### src/rtl/lisnoc_wormhole_switch_arbiter.sv
// ---------------------------------------------------------------------------
// lisnoc_wormhole_switch_arbiter
//   Output-port arbiter of the lisnoc router. Selects one of `ports` input
//   requesters with round-robin fairness. The grant stays locked from a
//   HEADER flit to its LAST flit, so packets never interleave. Accepted flits
//   go into a small FIFO that drains through a valid/ready handshake.
//
// Ports
//   clk        clock, rising edge
//   rst        asynchronous reset, active low
//   flit_i     concatenated input flits, port p at [(p+1)*W-1 : p*W]
//   request_i  per-port "flit available"
//   read_i     one-hot (or zero) pop strobe to the granted input
//   flit_o     head entry of the output queue
//   valid_o    output queue not empty
//   ready_o    downstream takes flit_o this cycle
// ---------------------------------------------------------------------------
module lisnoc_wormhole_switch_arbiter #(
    parameter int flit_data_width = 32,
    parameter int flit_type_width = 2,
    parameter int ports           = 5,
    parameter int buffer_depth    = 2
) (
    input  logic                                                  clk,
    input  logic                                                  rst,
    input  logic [ports*(flit_data_width+flit_type_width)-1:0]    flit_i,
    input  logic [ports-1:0]                                      request_i,
    output logic [ports-1:0]                                      read_i,
    output logic [flit_data_width+flit_type_width-1:0]            flit_o,
    output logic                                                  valid_o,
    input  logic                                                  ready_o
);

    localparam int FLIT_W = flit_data_width + flit_type_width;
    localparam int PORT_W = (ports > 1) ? $clog2(ports) : 1;
    localparam int CNT_W  = $clog2(buffer_depth + 1);
    localparam int PTR_W  = (buffer_depth > 1) ? $clog2(buffer_depth) : 1;

    localparam logic [PTR_W-1:0] PTR_LAST = PTR_W'(buffer_depth - 1);
    localparam logic [CNT_W-1:0] CNT_FULL = CNT_W'(buffer_depth);

    localparam logic [flit_type_width-1:0] TYPE_PAYLOAD = flit_type_width'(2'b00);
    localparam logic [flit_type_width-1:0] TYPE_HEADER  = flit_type_width'(2'b01);
    localparam logic [flit_type_width-1:0] TYPE_LAST    = flit_type_width'(2'b10);

    typedef enum logic [0:0] {
        ST_IDLE   = 1'b0,
        ST_LOCKED = 1'b1
    } state_t;

    state_t                 state_r;
    state_t                 state_next_s;
    logic [PORT_W-1:0]      last_grant_r;
    logic [PORT_W-1:0]      locked_port_r;
    logic                   err_r;

    logic [FLIT_W-1:0]      mem_r [buffer_depth];
    logic [PTR_W-1:0]       wr_ptr_r;
    logic [PTR_W-1:0]       rd_ptr_r;
    logic [CNT_W-1:0]       count_r;
    logic [CNT_W-1:0]       count_next_s;
    logic                   valid_r;

    logic [PORT_W-1:0]      chosen_s;
    logic [PORT_W-1:0]      cand_s;
    logic                   found_s;
    logic [PORT_W-1:0]      grant_port_s;
    logic [ports-1:0]       read_s;
    logic                   pop_s;
    logic                   push_s;
    logic                   space_s;
    logic [FLIT_W-1:0]      push_flit_s;
    logic [flit_type_width-1:0] push_type_s;

    // Circular pointer advance that wraps at the configured queue depth.
    function automatic logic [PTR_W-1:0] ptr_inc(input logic [PTR_W-1:0] ptr);
        if (ptr == PTR_LAST) begin
            return '0;
        end else begin
            return ptr + PTR_W'(1);
        end
    endfunction

    assign pop_s   = valid_r & ready_o;
    // A full queue still has room when its head leaves in the same cycle.
    assign space_s = (count_r < CNT_FULL) | pop_s;

    // Round-robin pick: first requester after the last granted port.
    always_comb begin
        chosen_s = last_grant_r;
        found_s  = 1'b0;
        cand_s   = '0;
        for (int i = 1; i <= ports; i++) begin
            cand_s = PORT_W'((int'(last_grant_r) + i) % ports);
            if (!found_s && request_i[cand_s]) begin
                found_s  = 1'b1;
                chosen_s = cand_s;
            end else begin
                found_s  = found_s;
            end
        end
    end

    // FSM state register.
    always_ff @(posedge clk or negedge rst) begin
        if (!rst) begin
            state_r <= ST_IDLE;
        end else begin
            state_r <= state_next_s;
        end
    end

    // FSM next-state: HEADER opens a wormhole lock, LAST closes it.
    always_comb begin
        state_next_s = state_r;
        case (state_r)
            ST_IDLE: begin
                if (push_s && (push_type_s == TYPE_HEADER)) begin
                    state_next_s = ST_LOCKED;
                end else begin
                    state_next_s = ST_IDLE;
                end
            end
            ST_LOCKED: begin
                if (push_s && (push_type_s == TYPE_LAST)) begin
                    state_next_s = ST_IDLE;
                end else begin
                    state_next_s = ST_LOCKED;
                end
            end
            default: state_next_s = ST_IDLE;
        endcase
    end

    // FSM outputs: grant strobe and the port whose flit is pushed.
    always_comb begin
        read_s       = '0;
        grant_port_s = chosen_s;
        case (state_r)
            ST_IDLE: begin
                grant_port_s = chosen_s;
                if (found_s && space_s) begin
                    read_s[chosen_s] = 1'b1;
                end else begin
                    read_s = '0;
                end
            end
            ST_LOCKED: begin
                grant_port_s = locked_port_r;
                if (request_i[locked_port_r] && space_s) begin
                    read_s[locked_port_r] = 1'b1;
                end else begin
                    read_s = '0;
                end
            end
            default: begin
                read_s       = '0;
                grant_port_s = chosen_s;
            end
        endcase
    end

    // Gate the strobe with reset so no input is popped while reset is held.
    assign read_i      = rst ? read_s : '0;
    assign push_s      = |read_i;
    assign push_flit_s = flit_i[grant_port_s*FLIT_W +: FLIT_W];
    assign push_type_s = push_flit_s[FLIT_W-1 -: flit_type_width];

    // Arbitration bookkeeping: priority pointer, lock owner, sticky protocol error.
    always_ff @(posedge clk or negedge rst) begin
        if (!rst) begin
            last_grant_r  <= PORT_W'(ports - 1);
            locked_port_r <= '0;
            err_r         <= 1'b0;
        end else if (push_s && (state_r == ST_IDLE)) begin
            last_grant_r <= chosen_s;
            if (push_type_s == TYPE_HEADER) begin
                locked_port_r <= chosen_s;
            end else begin
                locked_port_r <= locked_port_r;
            end
            // PAYLOAD/LAST outside a packet is forwarded but flagged.
            if ((push_type_s == TYPE_PAYLOAD) || (push_type_s == TYPE_LAST)) begin
                err_r <= 1'b1;
            end else begin
                err_r <= err_r;
            end
        end else begin
            last_grant_r  <= last_grant_r;
            locked_port_r <= locked_port_r;
            err_r         <= err_r;
        end
    end

    // Occupancy after this cycle's push and pop.
    always_comb begin
        case ({push_s, pop_s})
            2'b10:   count_next_s = count_r + CNT_W'(1);
            2'b01:   count_next_s = count_r - CNT_W'(1);
            default: count_next_s = count_r;
        endcase
    end

    // Output FIFO storage, pointers and the registered valid flag.
    always_ff @(posedge clk or negedge rst) begin
        if (!rst) begin
            for (int i = 0; i < buffer_depth; i++) begin
                mem_r[i] <= '0;
            end
            wr_ptr_r <= '0;
            rd_ptr_r <= '0;
            count_r  <= '0;
            valid_r  <= 1'b0;
        end else begin
            if (push_s) begin
                mem_r[wr_ptr_r] <= push_flit_s;
                wr_ptr_r        <= ptr_inc(wr_ptr_r);
            end else begin
                wr_ptr_r        <= wr_ptr_r;
            end
            if (pop_s) begin
                rd_ptr_r <= ptr_inc(rd_ptr_r);
            end else begin
                rd_ptr_r <= rd_ptr_r;
            end
            count_r <= count_next_s;
            valid_r <= (count_next_s != '0);
        end
    end

    assign flit_o  = mem_r[rd_ptr_r];
    assign valid_o = valid_r;

endmodule
### config.mk
export PLATFORM = sky130hd
export DESIGN_NAME = lisnoc_wormhole_switch_arbiter
export DESIGN_NICKNAME = d
export VERILOG_FILES = /design/src/rtl/lisnoc_wormhole_switch_arbiter.sv
export SDC_FILE = /design/constraint.sdc
export NUM_CORES = 1
export LEC_CHECK = 0
export BUFFER_PORTS_ARGS = -buffer_cell sky130_fd_sc_hd__buf_4
export CAP_MARGIN = 20
export CORE_UTILIZATION = 57
export CTS_CLUSTER_DIAMETER = 120
export DETAILED_ROUTE_END_ITERATION = 8
export PLACE_DENSITY = 0.88
export SYNTH_ARGS = -nofsm -noshare
export SYNTH_HDL_FRONTEND = slang
export SYNTH_SLANG_ARGS = --single-unit
### constraint.sdc
create_clock -name clk -period 12.7 [get_ports clk]
set_input_delay 1.27 -clock clk [delete_from_list [all_inputs] [get_ports clk]]
set_output_delay 1.27 -clock clk [all_outputs]
set_load 0.01 [all_outputs]
# [Word-level counts from Yosys, hierarchy flattened]
# Index checks and enable logic that the tools add are counted.
[totals] wordCells=109 ff_bits=80 in_bits=178 out_inout_bits=40
[op_classes] shifts=1 mul=1 n_eq_ne=4 order_cmp=13 mux=43 reduce_logical=19 bitwise=5 add_sub_neg=9 n_div=5
[ops] op="$shiftx A170 B10 Y34" n=1
[ops] op="$mod A32 B4 Y32 const B" n=5
[ops] op="$mux W34" n=4
[ops] op="$bwmux W68" n=1
[ops] op="$demux W34 S1" n=1
[ops] op="$lt A3 B4 Y1 const B" n=7
[ops] op="$bmux W1 S3" n=6
[ops] op="$mux W1" n=17
[ops] op="$mux W3" n=5
[ops] op="$mux W5" n=3
[ops] op="$logic_and A1 B1 Y1" n=12
[ops] op="$pmux W5 S2" n=1
[ops] op="$add A3 B2 Y4 const B" n=2
[ops] op="$add A3 B3 Y4 const B" n=2
[ops] op="$mul A3 B5 Y8 const B" n=1
[ops] op="$demux W1 S3" n=2
[ops] op="$ge A3 B1 Y1 const B" n=2
[ops] op="$pmux W3 S2" n=1
[ops] op="$reduce_or A5 Y1" n=1
[ops] op="$add A3 B1 Y4 const B" n=1
[ops] op="$eq A2 B1 Y1 const B" n=2
[ops] op="$eq A2 B2 Y1 const B" n=2
[ops] op="$ge A2 B2 Y1 const B" n=2
[ops] op="$logic_not A1 Y1" n=4
[ops] op="13 further kinds" n=15

# [Logic depth before layout (Yosys ltp)]
# Gate-level depths: netlist (run 1).
[logic_depth] ltp_word=28 ltp_mapped=23 ltp_nobuf=22

# [Worst setup path after synthesis (run 1)]
# No wires, ideal clock.
[synth_timing] kind="register -> output" from="reg last_grant_r[0]" to="out read_i[1]" required_ns=11.430 arrival_time_ns=4.922 path_slack_ns=6.508 path_buffers=1 stages_incl_launch_ff=18 path_cell_list="dfrtp_1 -> buf_2 -> inv_1 -> ha_1 -> ha_1 -> o311ai_1 -> and2_1 -> ha_1 -> nor2b_1 -> a2111o_1 -> nand3_1 -> or2_2 -> o221ai_2 -> nand3_2 -> a2111o_1 -> o21a_1 -> or3_1 -> a2bb2o_1"
[synth_via] elab_chain_cells=24 elab_cells_between_ends=47 cone_classes="add/sub (5); div (5); order compare (2); mux (25); reduce/logical (10)"
[synth_rtl] item="start: declaration" line="53" source="logic [PORT_W-1:0] last_grant_r;"
[synth_rtl] item="start signal: assignment" line="172" source="last_grant_r <= PORT_W'(ports - 1);"
[synth_rtl] item="start signal: assignment" line="176" source="last_grant_r <= chosen_s;"
[synth_rtl] item="start signal: assignment" line="189" source="last_grant_r <= last_grant_r;"
[synth_rtl] item="$add A3 B1 Y4" line="94" source="cand_s = PORT_W'((int'(last_grant_r) + i) % ports);"
[synth_rtl] item="$mod A32 B4 Y32" line="94"
[synth_rtl] item="$bmux W1 S3" line="95" source="if (!found_s && request_i[cand_s]) begin"
[synth_rtl] item="$mux W1 (implied by the code)" line="95"
[synth_rtl] item="$mux W1" line="95"
[synth_rtl] item="$logic_not A1 Y1" line="95"
[synth_rtl] item="$logic_and A1 B1 Y1" line="95"
[synth_rtl] item="$mux W1" line="95"
[synth_rtl] item="(+8 left out)"
[synth_rtl] item="$mux W3" line="95"
[synth_rtl] item="$lt A3 B4 Y1 (implied by the code) or $ge A3 B1 Y1 (tied branches)" line="143" source="read_s[chosen_s] = 1'b1;"
[synth_rtl] item="$logic_and A1 B1 Y1 (implied by the code)" line="143"
[synth_rtl] item="$mux W1 (implied by the code)" line="143"
[synth_rtl] item="$demux W1 S3" line="143"
[synth_rtl] item="$mux W5 *" line="142" source="if (found_s && space_s) begin"
[synth_rtl] item="$pmux W5 S2 *" line="139" source="case (state_r)"
[synth_rtl] item="$mux W5 *" line="164" source="assign read_i = rst ? read_s : '0;"
[synth_rtl] item="end: declaration" line="28" source="output logic [ports-1:0] read_i,"
# Every way passes the cells marked *; elsewhere a longest branch is shown, timed or not. The select of a mux whose other input is x is not followed.

# [Worst setup path after layout (run 1)]
[layout_timing] from="reg last_grant_r[1]" to="out read_i[1]"
# The elaborated chain is that of the path after synthesis.

==> metrics.md, run 1 <==
| Metric | Value |
|---|---|
| Crit path launch type | `register` |
| Clk_skew | `around 11 ps` |
| DRC | `5` |
| Total core area | `11600 um2` |
| Number of synthesized flops with an enable pin | `0` |
| Final setup viols | `0` |
| Skew-Pair Late Insertion Delay | `330 ps` |
| Clock transition at path regs | `about 70 ps` |
| Placer Congestion | `between 0.9 and 1` |
| CTS root buf | `clkbuf_16` |
| Status | `finished, violations left` |
| Initial Util | `59.1%` |
| Post-CTS Setup Bufs | `0` |
| DR iter-0 viols | `between 600 and 700` |
| Clock sink count | `80` |
| Async set-reset flop share out of synthesis | `100%` |
| Detailed placer's ending HPWL | `~15000 um` |
| Min-Delay Path Class | `reg2reg` |
| Pin count of the biggest net entering global routing | `between 70 and 80` |
| Worst-Margin Slew | `985 ps` |
| Worst reg2reg path depth | `20` |
| Most Used Layer, Global Route | `met2` |
| Hold depth | `2` |
| Setup TNS | `0 ps` |
| CTS buffer count | `9` |
| Element type at the critical path end | `primary output` |
| Filler cell count in the final layout | `about 830` |
| Net count after synthesis | `956` |
| RSZ-0062 raised after global routing | `no` |
| DR pass1 iterations | `7` |
| Max clock buf depth | `2` |
| M2 GR Usage | `a little under three fifths` |
| Hold_buf cts | `0` |
| Die area | `12400 um2` |
| GR Util met3 | `approximately 6%` |
| Kind of critical path | `reg2out` |
| CP Data Arrival Time | `between 5000 and 6000 ps` |
| Peak Freq | `around 140 MHz` |
| Wirelength per Cell | `18.3 um` |
| Slew headroom | `34.4%` |
| Crit path launch | `last_grant_r[1]$_DFFE_PN0P_` |
| Die Width | `111 um` |
| Min-Delay Startpoint | `mem_r[5]$_DFFE_PN0P_` |
| Violated checks | `design-rule violations` |
| NumNets Final | `1145` |
| Post_cts resized | `0` |
| Met1 Usage GRT | `38.2%` |
| Vias in the first global route | `approximately 6400` |
| Yosys warning count | `0` |
| MaxCap Viol Count | `0` |
| Initial antenna violation count | `0` |
| Setup slack, reg-to-reg | `roughly 5800 ps` |
| Final Hold Vio Count | `0` |
| Total grt overflow | `0` |
| Reg-to-reg endpoint | `locked_port_r[1]$_DFFE_PN0P_` |
| Row cnt | `39` |
| Post-layout instance area | `between 8000 and 9000 um2` |
| Die height | `roughly 110 um` |
| Crit path time final | `a little over 7000 ps` |
| Mapped Area | `6830 um2` |
| Avg Cell Area, Syn | `~9 um2` |
| Crit share post-route | `a little under three fifths` |
| Ys flop type | `dfrtp_1` |
| Sequential area share after synthesis | `around 30%` |
| Buffers on Ports | `around 220` |
| Final WL | `19900 um` |
| Total number of vias | `about 6600` |
| Synth unique cells | `93` |
| Worst Hold Path EP | `mem_r[5]$_DFFE_PN0P_` |
| Flops & latches, synth | `80` |
| Worst reg2reg path startpoint | `last_grant_r[1]$_DFFE_PN0P_` |
| Share of cells above drive strength 1 | `around a third` |
| Critical-path maximum fanout | `17` |
| Total GRT Usage | `between 30% and 40%` |
| Area added between synthesis and finish | `29.6%` |
| Final Max Slew Viols | `0` |
| Crit path required time | `between 10000 and 15000 ps` |
| Global-route wire length before repair | `between 30000 and 40000 um` |
| Avg Vias per Cell | `roughly 6.1` |
| Top Ports | `about 220` |
| H-Tree Level Count | `3` |
| Post-Synthesis Cells | `between 700 and 800` |
| Antenna violation net count after detailed routing | `0` |
| Number of diodes | `0` |
| CTS tree | `built` |
| Placed Instance Area | `8520 um2` |
-- synth_stat cells (5+ instances only) --
cell | n | area share, %
a211oi_1 | 7 | 0.77
a21oi_1 | 48 | 3.5
a22oi_1 | 33 | 3.6
and2_1 | 5 | 0.46
and3_1 | 8 | 0.73
buf_2 | 8 | 0.59
clkbuf_1 | 34 | 1.9
dfrtp_1 | 79 | 29
ha_1 | 29 | 5.3
inv_1 | 21 | 1.2
mux2_2 | 36 | 5.9
mux2i_1 | 101 | 15
nand2_1 | 58 | 3.2
nand2b_1 | 8 | 0.73
nand3_1 | 9 | 0.66
nand4_1 | 7 | 0.64
nor2_1 | 57 | 3.1
nor2b_1 | 10 | 0.92
nor3_1 | 7 | 0.51
o21ai_0 | 43 | 3.1
xnor2_1 | 9 | 1.2
-- final cells by class --
| type | instances | area [um2] | share of cell area, % |
|---|---|---|---|
| multi-input cells | 599 | 4570 | 51.6 |
| flip-flops and latches | 80 | 2000 | 22.6 |
| repair buffers | 225 | 1710 | 19.3 |
| clock buffers | 10 | 239 | 2.70 |
| well taps | 143 | 179 | 2.02 |
| inverters | 22 | 82.6 | 0.932 |
| clock inverters | 6 | 73.8 | 0.833 |
-- cell families (layout without fill, tap and decap cells) --
kind of cell    Yosys count  in the layout  synth area share [%]
buf+inv                  69            263                  4.16
compound gates          216            216                  22.5
xor+xnor                 14             14                  2.12
flops                    80             80                  29.3
fa+ha+maj                30             30                  5.60
simple gates            198            198                  14.5
mux                     141            141                  21.8
-- through the flow --
step / setup WS [ps] / hold WS, ps / util, % / cells
after floorplan: 6510 / 444 / - / 748
after global placement: 5970 / 455 / 73.6 / 1068
after detailed placement: 5880 / 465 / 73.6 / 1068
after CTS: 5700 / 479 / 76.3 / 1084
after global routing: 5150 / 496 / 76.6 / 1085
final: 5620 / 477 / 76.6 / 1085
-- metal layers --
metal / wire [um] / part of all wire, %
met5: 0 / 0
met3: 1240 / 6.2
met2: 10200 / 51
met1: 8050 / 40
met4: 412 / 2.1
-- critical path: stages (launching register included) --
cell       delay [ps]
dfrtp_1           560
inv_1             270
ha_1              690
inv_1             220
nor2_1            190
o21ai_0           100
a21boi_0          150
ha_1              270
nor2b_1           160
nor2_1            250
nor2_1            100
a2111o_1          470
o32a_1            420
and3_1            200
a2111oi_0         390
nor3_1            180
a31oi_1           340
inv_1             130
a2bb2o_1          270
buf_4             110
-- worst max-delay path by stage --
stage,end,slack [ps]
finish,read_i[1],5620
global route,read_i[1],5150
CTS,read_i[1],5700
detailed placement,locked_port_r[2]$_DFFE_PN0P_,5880
global placement,locked_port_r[2]$_DFFE_PN0P_,5970
floorplan,read_i[1],6510
-- placed cells by master (no fill, tap or decap), types with 10 or more instances in the layout --
master,count
buf_4,224
a22oi_1,33
nand2_1,58
dfrtp_1,79
nor2b_1,10
inv_1,21
o21ai_0,43
ha_1,29
mux2i_1,101
a21oi_1,48
mux2_2,36
nor2_1,56
-- sequential cells by signal, indices dropped and copies added (netlist names) --
signal         count
last_grant_r       3
rd_ptr_r           1
mem_r             68
valid_o            1
count_r            2
state_r            1
wr_ptr_r           1
locked_port_r      3
Power of run 1 is left out: the tool's default activity adds up to more than one toggle a clock period on the data nets, which glitch-free logic cannot reach.
==> run 2: changes to the inputs <==
--- a/config.mk
+++ b/config.mk
@@ -5,12 +5,13 @@
 export SDC_FILE = /design/constraint.sdc
 export NUM_CORES = 1
 export LEC_CHECK = 0
+export ABC_AREA = 1
 export BUFFER_PORTS_ARGS = -buffer_cell sky130_fd_sc_hd__buf_4
 export CAP_MARGIN = 20
-export CORE_UTILIZATION = 57
+export CORE_UTILIZATION = 48
 export CTS_CLUSTER_DIAMETER = 120
 export DETAILED_ROUTE_END_ITERATION = 8
-export PLACE_DENSITY = 0.88
+export PLACE_DENSITY = 0.78
 export SYNTH_ARGS = -nofsm -noshare
 export SYNTH_HDL_FRONTEND = slang
 export SYNTH_SLANG_ARGS = --single-unit
==> constraint.sdc (replaced) <==
create_clock -name clk -period 6 [get_ports clk]
set_input_delay 0.6 -clock clk [delete_from_list [all_inputs] [get_ports clk]]
set_output_delay 0.6 -clock clk [all_outputs]
set_load 0.01 [all_outputs]
==> metrics.md, run 2 <==
| Metric | Value |
|---|---|
| Buffers on Ports | `~220` |
| Detailed placer's ending HPWL | `17900 um` |
| Reg-to-reg endpoint | `valid_o$_DFF_PN0_` |
| DR iter-0 viols | `682` |
| Fin Hold WS | `~220 ps` |
| Die Width | `124 um` |
| Ys flop type | `dfrtp_1` |
| Pin count of the biggest net entering global routing | `81` |
| Worst reg2reg path depth | `35` |
| Vias in the first global route | `7517` |
| Min-Delay Path Class | `in2async` |
| Worst setup margin | `roughly 560 ps` |
| Yosys warning count | `0` |
| Async set-reset flop share out of synthesis | `between 90% and 100%` |
| Initial antenna violation count | `0` |
| Area added between synthesis and finish | `28.9%` |
| Crit path required time | `between 6000 and 7000 ps` |
| Biggest regs | `mem_r: 68 flops, last_grant_r: 3 flops, locked_port_r: 3 flops` |
| Kind of critical path | `reg2reg` |
| Die area | `between 15000 and 20000 um2` |
| Total core area | `~15000 um2` |
| Final setup viols | `0` |
| Row cnt | `44` |
| Element type at the critical path end | `register` |
| Commonest non-fill, non-tap cell in the layout | `nand2_1` |
| Peak Freq | `between 150 and 200 MHz` |
| Avg Cell Area, Syn | `6.34 um2` |
| Total grt overflow | `0` |
| Worst path top cell family by delay | `simple AND/OR/NAND/NOR gates` |
| Final Max Slew Viols | `0` |
| CP Buf/Inv Count | `5` |
| Initial Util | `49.3%` |
| Placer Congestion | `~0.94` |
| Pre-CTS setup slack | `~540 ps` |
| Crit share post-route | `approximately nine tenths` |
| Top-count cell post-synth | `nand2_1` |
| Setup slack, reg-to-reg | `~560 ps` |
| Slew headroom | `46.5%` |
| Flops & latches, synth | `80` |
| Top cells by count, synth | `nand2_1 (426), nand3_1 (229), inv_1 (94)` |
| Top post-synthesis cells by area | `dfrtp_1 (27%), nand2_1 (22%), nand3_1 (16%), o21ai_1 (5.1%), ha_1 (5.0%)` |
| Total GRT Usage | `a little under a third` |
| Top Ports | `between 200 and 250` |
| DRC | `0` |
| Synth top area share | `a little over a quarter` |
| Antenna violation net count after detailed routing | `0` |
| H-Tree Level Count | `3` |
| Crit path time final | `5440 ps` |
| Worst reg2reg path startpoint | `last_grant_r[1]$_DFFE_PN0P_` |
| Crit path launch type | `register` |
| Max reg flops | `68` |
| Final WL | `roughly 24000 um` |
| Clk_skew | `just under 8 ps` |
| Placed Instance Area | `about 9000 um2` |
| NumNets Final | `around 1500` |
| Worst-Margin Slew | `between 800 and 900 ps` |
| Setup TNS | `0 ps` |
| Critical-path maximum fanout | `10` |
| Commonest cells after routing, fill and taps aside | `nand2_1 (425), buf_4 (233), nand3_1 (229), inv_1 (94), dfrtp_1 (78)` |
| Share of cells above drive strength 1 | `about a quarter` |
| Hold_buf cts | `0` |
| Max clock buf depth | `2` |
| Global-route wire length before repair | `between 30000 and 40000 um` |
| Die height | `roughly 120 um` |
| CP max-delay cell | `dfrtp_2` |
| Skew-Pair Late Insertion Delay | `~340 ps` |
| CTS buffer count | `9` |
| RSZ-0062 raised after global routing | `no` |
| Net count after synthesis | `roughly 1300` |
| Mapped Area | `about 7200 um2` |
| Status | `finished, final reports clean` |
| Largest Register | `mem_r` |
| Avg Vias per Cell | `approximately 5.4` |
| Final Hold Vio Count | `0` |
| Post-layout instance area | `between 9000 and 10000 um2` |
| Clock sink count | `80` |
| CP Data Arrival Time | `5660 ps` |
| Post-Synthesis Cells | `about 1100` |
| Total number of vias | `~8200` |
| DR pass1 iterations | `5` |
| CTS root buf | `clkbuf_16` |
| Sequential area share after synthesis | `27.9%` |
| CTS tree | `built` |
| Number of diodes | `0` |
| Synth unique cells | `42` |
| Filler cell count in the final layout | `about 1400` |
| Largest stage delay, worst path | `~460 ps` |
| MaxCap Viol Count | `0` |
| Wirelength per Cell | `about 16 um` |
| Number of synthesized flops with an enable pin | `0` |
| Clock transition at path regs | `60 ps` |
| Synth area leader | `dfrtp_1` |
[run 2: cell count changes after synthesis, sizes merged, moves of 16 or more]
cell    change
nand3     +234
o21ai      +44
clkbuf     -16
mux2i     -101
inv        +82
mux2       -38
buf        +25
nand2     +396
a22oi      -33
nor2       -36
a21oi      -35
[run 2: final cells by class]
cell class	instances	area, um2	share of cell area, %
Clock buffer	10	239	2.58
Clock inverter	6	50.0	0.540
Inverter	106	403	4.34
Multi-Input combinational cell	893	4480	48.3
Sequential cell	80	2000	21.6
Tap cell	184	230	2.48
Timing Repair Buffer	239	1870	20.2
[run 2: metrics by stage]
step	util (%)	std cells
detailed placement	61.4	1501
global placement	61.3	1500
floorplan	-	1135
CTS	63.4	1517
global route	63.6	1518
finish	63.6	1518
[run 2: what timing repair did]
item,CTS,global route
gates resized for setup,0,1
setup buffers,0,0
hold endpoints to repair,0,0
endpoints found under the setup margin,0,1
[run 2: logic make-up after synthesis]
logic type | Yosys count | synth area share, %
xor+xnor | 7 | 1.06
buf+inv | 162 | 10.2
fa+ha+maj | 30 | 5.32
simple gates | 745 | 47.3
flops | 80 | 27.9
compound gates | 111 | 8.26
[run 2: worst max path at each step]
stage | slack [ps] | end | startpoint | depth (start not counted)
after floorplan | 1010 | valid_o$_DFF_PN0_ | last_grant_r[0]$_DFFE_PN0P_ | 33
after CTS | 530 | valid_o$_DFF_PN0_ | last_grant_r[1]$_DFFE_PN0P_ | 35
after global routing | 90 | valid_o$_DFF_PN0_ | last_grant_r[1]$_DFFE_PN0P_ | 34
after detailed placement | 540 | valid_o$_DFF_PN0_ | last_grant_r[1]$_DFFE_PN0P_ | 35
after global placement | 670 | valid_o$_DFF_PN0_ | last_grant_r[1]$_DFFE_PN0P_ | 33
final | 560 | valid_o$_DFF_PN0_ | last_grant_r[1]$_DFFE_PN0P_ | 35
[run 2: worst register-to-register path, delay by kind of cell (launching register included)]
family	cells	cell delay [ps]
AO/OA/AOI/OAI	3	410
XOR/XNOR	2	370
adder cells (fa/ha/maj)	4	1160
buffers and inverters	5	520
flip-flops	1	460
AND/OR/NAND/NOR	21	2400
[run 2: routing by layer]
layer	track usage, %	routed length, um	share of wire [%]
met1	42.0	10500	44
met2	50.0	11300	48
met3	3.26	1440	6.1
met4	8.72	446	1.9
met5	0	0	0
Power of run 2 is left out for the same reason.
==> run 3: changes to the inputs <==
--- a/config.mk
+++ b/config.mk
@@ -5,10 +5,9 @@
 export SDC_FILE = /design/constraint.sdc
 export NUM_CORES = 1
 export LEC_CHECK = 0
-export ABC_AREA = 1
 export BUFFER_PORTS_ARGS = -buffer_cell sky130_fd_sc_hd__buf_4
 export CAP_MARGIN = 20
-export CORE_UTILIZATION = 48
+export CORE_UTILIZATION = 47
 export CTS_CLUSTER_DIAMETER = 120
 export DETAILED_ROUTE_END_ITERATION = 8
 export PLACE_DENSITY = 0.78
==> metrics.md, run 3 (synthesized netlist as in run 1, its figures left out) <==
| Metric | Value |
|---|---|
| Register area | `~2000 um2` |
| NumNets Final | `around 1200` |
| DR iter-0 viols | `around 510` |
| Number of diodes | `0` |
| Antenna violation net count after detailed routing | `0` |
| Crit path time final | `5790 ps` |
| Vias in the first global route | `approximately 6500` |
| Global-route wire length before repair | `roughly 31000 um` |
| CTS tree | `built` |
| Largest stage delay, worst path | `slightly above 700 ps` |
| Clk_skew | `13.8 ps` |
| Fin Hold WS | `236 ps` |
| Commonest non-fill, non-tap cell in the layout | `buf_4` |
| Max reg flops | `68` |
| Area added between synthesis and finish | `33.4%` |
| CP Data Arrival Time | `approximately 5200 ps` |
| Total number of vias | `6690` |
| Slew headroom | `~54%` |
| Clock sink count | `80` |
| Biggest regs | `mem_r: 68 flops, last_grant_r: 3 flops, locked_port_r: 3 flops` |
| Min-Delay Path Class | `in2async` |
| Top Ports | `about 220` |
| Status | `finished, final reports clean` |
| Final WL | `~20000 um` |
| Crit path launch type | `register` |
| CTS root buf | `clkbuf_16` |
| Largest Register | `mem_r` |
| Crit share post-route | `a little over nine tenths` |
| Final Max Slew Viols | `0` |
| Worst-path cell chain | `buf_4 > ha_1 > a21oi_2 > nor2_1 > o21ai_0 > a21boi_1 > ha_1 > mux2i_1 > a22o_1 > and3_1 > a2111o_1 > o32a_1 > and3_1 > a2111oi_2 > nor3_2 > a31oi_2 > inv_1 > a2bb2o_1 > buf_4` |
| Crit path required time | `about 5400 ps` |
| Wirelength per Cell | `17.8 um` |
| Critical-path maximum fanout | `13` |
| CTS buffer count | `9` |
| Pin count of the biggest net entering global routing | `just over 80` |
| DRC | `0` |
| Final setup viols | `0` |
| Worst-Margin Slew | `approximately 690 ps` |
| Filler cell count in the final layout | `about 1200` |
| Die height | `~120 um` |
| Placer Congestion | `between 0.9 and 1` |
| MaxCap Viol Count | `0` |
| Element type at the critical path end | `primary output` |
| Share of cells above drive strength 1 | `36.4%` |
| CP max-delay cell | `dfstp_4` |
| Skew-Pair Late Insertion Delay | `between 300 and 400 ps` |
| Row cnt | `between 40 and 50` |
| Kind of critical path | `reg2out` |
| H-Tree Level Count | `3` |
| Total GRT Usage | `a little over a quarter` |
| Total grt overflow | `0` |
| DR pass1 iterations | `6` |
| Peak Freq | `173 MHz` |
| Total core area | `14000 um2` |
| Buffers on Ports | `217` |
| Clock transition at path regs | `around 70 ps` |
| Footprint of the multi-input gates | `4650 um2` |
| Avg Vias per Cell | `between 5 and 6` |
| Die area | `between 15000 and 20000 um2` |
| Initial Util | `slightly below 50%` |
| Final Hold Vio Count | `0` |
| Detailed placer's ending HPWL | `between 15000 and 20000 um` |
| Die Width | `between 100 and 150 um` |
| Max clock buf depth | `2` |
| RSZ-0062 raised after global routing | `yes` |
| Initial antenna violation count | `0` |
| Commonest cells after routing, fill and taps aside | `buf_4 (238), mux2i_1 (101), dfrtp_1 (79), nand2_1 (58), nor2_1 (54)` |
| Hold_buf cts | `0` |
| Fin util | `64.9%` |
| Setup TNS | `0 ps` |
## run 3: cell types whose count changed in the layout (fill, tap and decap cells not counted), sizes merged, moves of 33 or more
cell	change
a21oi	+35
a22oi	+33
inv	-83
mux2	+38
mux2i	+101
nand2	-396
nand3	-234
nor2	+36
o21ai	-44
## run 3: critical path, delay by kind of cell (launching register included)
kind,cells,cell delay [ps]
simple gates,4,680
flops,1,710
mux,1,140
compound gates,9,2360
fa+ha+maj,2,530
buf+inv,3,460
## run 3: layer usage
metal  wire [um]  GRT usage, %  vias up
met5           0             0        -
met2       10500          46.9      240
met3         986          4.14       29
met4         444          9.45        0
met1        8280          32.9     3214
li1            -             -     3207
## run 3: worst paths after layout
check                                            start  depth (start not counted)                            to  slack [ps]
hold reg to reg                  mem_r[28]$_DFFE_PN0P_                          2         mem_r[28]$_DFFE_PN0P_         480
max in group asynchronous                          rst                          2             valid_o$_DFF_PN0_        5130
setup reg to reg           last_grant_r[2]$_DFFE_PN1P_                         20  locked_port_r[1]$_DFFE_PN0P_         260
min in group clk                 mem_r[28]$_DFFE_PN0P_                          2         mem_r[28]$_DFFE_PN0P_         480
hold / removal                                     rst                          1         mem_r[55]$_DFFE_PN0P_         240
setup / recovery           last_grant_r[2]$_DFFE_PN1P_                         19                     read_i[1]         210
## run 3: area by class of cell
class,count,area share (%)
flip-flops and latches,80,22.0
multi-input cells,599,51.0
repair buffers,242,20.4
well taps,180,2.47
clock inverters,6,0.562
clock buffers,10,2.62
inverters,22,0.905
## run 3: what timing repair did
action                                  CTS  global route
cloned                                    0             1
pin swaps                                 0             4
gates resized for setup                   2            20
buffers inserted                          0             2
endpoints found under the setup margin    1            72
## run 3: through the flow
stage	std cells	worst slack (ps)	area (um2)
after floorplan	748	73.7	6830
after global placement	1119	253	8690
after detailed placement	1119	105	8690
after CTS	1135	11.8	8990
after global routing	1139	-21.2	9120
final	1139	208	9120
Power of run 3 is left out for the same reason.
